## config.mk

```make
export PLATFORM = sky130hd
export DESIGN_NAME = intr_dispatch
export DESIGN_NICKNAME = d
export VERILOG_FILES = /design/src/rtl/intr_pkg.sv /design/src/rtl/intr_qualify.sv /design/src/rtl/intr_dispatch.sv
export SDC_FILE = /design/constraint.sdc
export NUM_CORES = 1
export LEC_CHECK = 0
export ABC_AREA = 1
export CORE_MARGIN = 2
export CORE_UTILIZATION = 50
export DETAILED_ROUTE_END_ITERATION = 10
export PLACE_DENSITY = 0.79
export SLEW_MARGIN = 10
export SYNTH_ARGS = -nofsm -noshare
export SYNTH_HDL_FRONTEND = slang
export SYNTH_SLANG_ARGS = --single-unit
```

## constraint.sdc

```tcl
create_clock -name clk -period 1.7 [get_ports clk]
set_input_delay 0.34 -clock clk [delete_from_list [all_inputs] [get_ports clk]]
set_output_delay 0.34 -clock clk [all_outputs]
set_load 0.03 [all_outputs]
```

## src/rtl/intr_pkg.sv

```systemverilog
`default_nettype none
// +--------------------------------------------------------------------------+
// | intr_pkg : shared types and constants for the interrupt dispatcher       |
// | Revision : 1.0                                                           |
// +--------------------------------------------------------------------------+
package intr_pkg;

  typedef enum logic [1:0] {
    ST_IDLE  = 2'd0,
    ST_QUAL  = 2'd1,
    ST_PEND  = 2'd2,
    ST_INSRV = 2'd3
  } state_t;

  localparam logic [1:0] BUS_NONE = 2'b00;
  localparam logic [1:0] BUS_A    = 2'b01;
  localparam logic [1:0] BUS_B    = 2'b10;
  localparam logic [1:0] BUS_C    = 2'b11;

  localparam int         VEC_W    = 6;
  localparam logic [3:0] CHAN_MAX = 4'd8;

endpackage
`default_nettype wire

```

## src/rtl/intr_qualify.sv

```systemverilog
`default_nettype none
// +--------------------------------------------------------------------------+
// | intr_qualify : winner selection, legality check and stability counter    |
// | Revision     : 1.0                                                       |
// +--------------------------------------------------------------------------+
module intr_qualify
  import intr_pkg::*;
#(
  parameter int unsigned QUAL_CYCLES = 2
) (
  input  logic             clk,
  input  logic             rst_n,
  input  logic             en,
  input  logic             pa,
  input  logic             pb,
  input  logic             pc,
  input  logic [3:0]       chan,
  input  logic [2:0]       bus_mask,
  output logic             sample_vld,
  output logic             qual_hit,
  output logic [VEC_W-1:0] sample_vec,
  output logic             illegal
);

  localparam logic [3:0] c_qual_last = 4'(QUAL_CYCLES - 1);

  logic             w_a, w_b, w_c, w_same;
  logic [1:0]       w_bus;
  logic [3:0]       r_count;
  logic [VEC_W-1:0] r_cand;

  assign w_a = pa & ~bus_mask[0];
  assign w_b = pb & ~bus_mask[1];
  assign w_c = pc & ~bus_mask[2];

  assign w_bus = w_a ? BUS_A : (w_b ? BUS_B : (w_c ? BUS_C : BUS_NONE));

  // An out-of-range channel poisons the whole sample, not just its bus.
  assign illegal    = (w_bus != BUS_NONE) && (chan > CHAN_MAX);
  assign sample_vld = (w_bus != BUS_NONE) && !illegal;
  assign sample_vec = sample_vld ? {w_bus, chan} : '0;

  assign w_same   = (r_count != 4'd0) && (sample_vec == r_cand);
  assign qual_hit = en && sample_vld &&
                    (w_same ? (r_count == c_qual_last) : (c_qual_last == 4'd0));

  always_ff @(posedge clk or negedge rst_n) begin
    if (!rst_n) begin
      r_count <= 4'd0;
      r_cand  <= '0;
    end else if (!en || !sample_vld || qual_hit) begin
      r_count <= 4'd0;
    end else if (w_same) begin
      r_count <= r_count + 4'd1;
    end else begin
      r_cand  <= sample_vec;
      r_count <= 4'd1;
    end
  end

endmodule
`default_nettype wire

```

## src/rtl/intr_dispatch.sv

```systemverilog
`default_nettype none
// +--------------------------------------------------------------------------+
// | intr_dispatch : qualified interrupt latch with CPU req/ack/eoi handshake |
// | Revision      : 1.0                                                      |
// +--------------------------------------------------------------------------+
module intr_dispatch
  import intr_pkg::*;
#(
  parameter int unsigned QUAL_CYCLES = 2
) (
  input  logic             clk,
  input  logic             rst_n,
  input  logic             pa,
  input  logic             pb,
  input  logic             pc,
  input  logic [3:0]       chan,
  input  logic [2:0]       bus_mask,
  input  logic             irq_ack,
  input  logic             eoi,
  input  logic             err_clr,
  output logic             irq_req,
  output logic [VEC_W-1:0] irq_vec,
  output logic             in_service,
  output logic             err
);

  state_t           r_state, w_state_nxt;
  logic             w_en, w_sample_vld, w_qual_hit, w_illegal;
  logic [VEC_W-1:0] w_sample_vec, r_vec;
  logic             r_err;

  // Sampling is frozen while a vector is pending or in service.
  assign w_en = (r_state == ST_IDLE) || (r_state == ST_QUAL);

  intr_qualify #(
    .QUAL_CYCLES(QUAL_CYCLES)
  ) u_qualify (
    .clk       (clk),
    .rst_n     (rst_n),
    .en        (w_en),
    .pa        (pa),
    .pb        (pb),
    .pc        (pc),
    .chan      (chan),
    .bus_mask  (bus_mask),
    .sample_vld(w_sample_vld),
    .qual_hit  (w_qual_hit),
    .sample_vec(w_sample_vec),
    .illegal   (w_illegal)
  );

  always_ff @(posedge clk or negedge rst_n) begin
    if (!rst_n) r_state <= ST_IDLE;
    else        r_state <= w_state_nxt;
  end

  always_comb begin
    w_state_nxt = r_state;
    case (r_state)
      ST_IDLE:  if (w_sample_vld) w_state_nxt = w_qual_hit ? ST_PEND : ST_QUAL;
      ST_QUAL: begin
        if (w_qual_hit)         w_state_nxt = ST_PEND;
        else if (!w_sample_vld) w_state_nxt = ST_IDLE;
      end
      ST_PEND:  if (irq_ack) w_state_nxt = ST_INSRV;
      ST_INSRV: if (eoi)     w_state_nxt = ST_IDLE;
      default:  w_state_nxt = ST_IDLE;
    endcase
  end

  always_ff @(posedge clk or negedge rst_n) begin
    if (!rst_n) begin
      r_vec <= '0;
      r_err <= 1'b0;
    end else begin
      if (w_qual_hit)                         r_vec <= w_sample_vec;
      else if ((r_state == ST_INSRV) && eoi)  r_vec <= '0;
      if (w_illegal)    r_err <= 1'b1;
      else if (err_clr) r_err <= 1'b0;
    end
  end

  assign irq_req    = (r_state == ST_PEND);
  assign in_service = (r_state == ST_INSRV);
  assign irq_vec    = r_vec;
  assign err        = r_err;

endmodule
`default_nettype wire

```

==> impl_metrics.toml <==
[yosys]
synthesis.instances = 139
seq_area_frac_synth_pct = 42.2
synth_top_area_cell = "dfrtp_1"
synth_edf_count = 0
ys.flop_type = "dfrtp_1"
yosysWarnings = 0
synth_nets = 157
syn_area_um2 = 1130
ys_top_cells_by_count = "27 x nand2_1, 21 x inv_1, 19 x dfrtp_1, 12 x nand3_1"
ys_seq_elements = 19
ys_async_sr_fraction_pct = 100
synth_cell_types = 25
synth.most_common_cell = "nand2_1"
synth.top_cell.area_share_pct = 42.2
avgSynthCellArea_um2 = 8.11
yosys-top-cells-area = "dfrtp_1 42%, nand2_1 9.0%, inv_1 7.0%"

[die]
rows = 17
start_util_pct = 52.0
die_w_um = 51.5
fp.dieH_um = 51.5
dieArea_um2 = 2650
pin_count = 24
coreArea_um2 = 2170

[layout]
fin_util_pct = 75.3
layout-drive-gt1-share_pct = 33.3
layout.nets = 205
area_growth_pct = 44.8
finalInstanceArea_um2 = 1630
antenna_cells = 0

[route]
via_per_inst = 5.12
first_pass_iters = 4
via_count = 1096
postRouteWirelength_mm = 2.74
initialDrtViolationCount = 25
ant_nets = 0
wire_per_inst_um = 12.8
drc = 0

[global_route]
use_met1_pct = 27.9
antenna_found_initial = 0
grt_max_degree = 20
grt-ovfl-total = 0
grt_use_total_pct = 23.9
grtUsageMet3_pct = 3.51
grt_pass1_vias = 1088
met2_usage_pct = 41.0
grt_pass1_wl_mm = 4.60
busiest_layer = "met2"

[timing]
hold_violations = 0
slew_headroom_pct = 77.5
rsz0062_at_grt = "true"
setup_viol = 0
fmax_mhz = 616
finalCritPeriodShare_pct = 95.5
drv_slew = 0
skew_ns = 0.000908
min_period_ns = 1.62
whs_ns = 0.360
tightestPinTransition_ns = 0.335

[clock_network]
cts.clk_slew.worst_paths_ns = 0.11
clk_latency_ns = 0.30
htreeDepth = 1
cts-root-buf = "clkbuf_4"
cts_max_path_buffers = 2
cts_tree = "built"
clock_sinks = 19
numCtsBuffers = 3

[power]
p_per_area_nw_per_um2 = 998
ir_worst_vdd_uv = 832
leakage_uw = 0.000913

[placed_design]
io_buffers = 23
placed_cell_area_um2 = 1480
dpl.hpwl_mm = 1.92
gp_congestion = 0.904

[setup_path]
start_kind = "flip-flop"
end_kind = "primary output"
cp.required_ns = 1.36
critPathMaxFanout = 4
arrival_ns = 1.28
critical_path_class = "reg2out"

[status]
outcome = "completed"

[run]
cap_violations = 0

[hold_path]
holdCritPathClass = "in2async"
[state kept, by name, indices dropped and copies added, names as in the netlist]
signal / cells
u_qualify.r_count: 4
irq_vec: 6
err: 1
r_state: 2
u_qualify.r_cand: 6
[stage by stage]
| step | power, µW | setup WS [ns] | setup TNS, ns | instances |
|---|---|---|---|---|
| global placement | 1330 | -0.515 | -7.40 | 202 |
| floorplan | 1080 | 0.0756 | 0 | 139 |
| detailed placement | 1350 | -0.575 | -8.43 | 202 |
| finish | 1630 | 0.0767 | 0 | 214 |
| global route | 1740 | -0.0419 | -0.0419 | 214 |
| CTS | 1630 | -0.0120 | -0.0120 | 212 |
[final timing paths]
path	startpoint	endpoint	slack, ns	depth (start not counted)
worst max-delay path	r_state[1]	in_service	0.08	3
worst min-delay path	rst_n	err	0.36	2
worst max register to register	u_qualify.r_count[0]	r_state[0]	0.12	12
worst min register to register	u_qualify.r_cand[4]	u_qualify.r_cand[4]	0.52	2
max in group asynchronous	rst_n	irq_vec[2]	1.14	2
min in group clk	chan[1]	irq_vec[1]	0.51	5
[final cells by class]
class	count	area, µm²
Multi-Input combinational cell	95	631
Fill cell	171	537
Sequential cell	19	475
Timing Repair Buffer	44	375
Inverter	24	90.1
Tap cell	28	35.0
Clock buffer	4	26.3
[per-layer routing]
layer / vias up / share of wire [%] / routed length (µm)
met2: 28 / 52 / 1420
met1: 522 / 42 / 1150
li1: 539 / - / -
met3: 7 / 3.9 / 107
met5: - / 0 / 0
met4: 0 / 2.6 / 72
[power breakdown]
part	switching, µW	leakage [µW]	total [µW]	internal, µW
sequential	75.9	0.000250	636	560
clock	144	0.0000150	235	91.7
combinational	455	0.000648	758	303
total	675	0.000913	1630	955
[cells by family (layout without fill, tap and decap cells)]
kind of cell	Yosys count	after routing	synth area share (%)
flip-flops	19	19	42.2
AO/OA/AOI/OAI	20	20	10.8
adder cells (fa/ha/maj)	3	3	3.33
buffers and inverters	26	72	9.99
XOR/XNOR	3	3	2.33
AND/OR/NAND/NOR	68	69	31.4
[what timing repair did]
action                                 in CTS  in global routing
cloned                                      1                  0
gates resized for setup                    29                 19
endpoints found under the hold margin       0                  0
setup endpoints to repair                  19                 22
pin swaps                                  16                 18
setup buffers                               5                  2
hold buffers                                0                  0
[critical path, stage by stage (launching register included)]
cell           delay [ns]
dfrtp_1              0.43
nand2_1              0.09
inv_1                0.07
dlygate4sd2_1        0.39
[layout by cell type, fill, tap and decap left out, types with 2 or more instances in the layout]
cell type	count
nand4_4	2
dlymetal6s2s_1	5
dlygate4sd2_1	10
o21ai_1	10
dfrtp_1	19
buf_4	19
inv_2	5
inv_1	19
clkbuf_2	4
nand3_1	9
xor2_1	2
nand2_1	21
nor2_4	2
o21ai_2	4
clkbuf_4	3
nand4_1	4
ha_1	2
clkdlybuf4s50_1	4
buf_6	2
o21ai_0	2
nand3_2	4
nor2_1	10
nor2_2	3
nand2_4	5
nand2_2	7
Power figures use the tool's default switching activity.
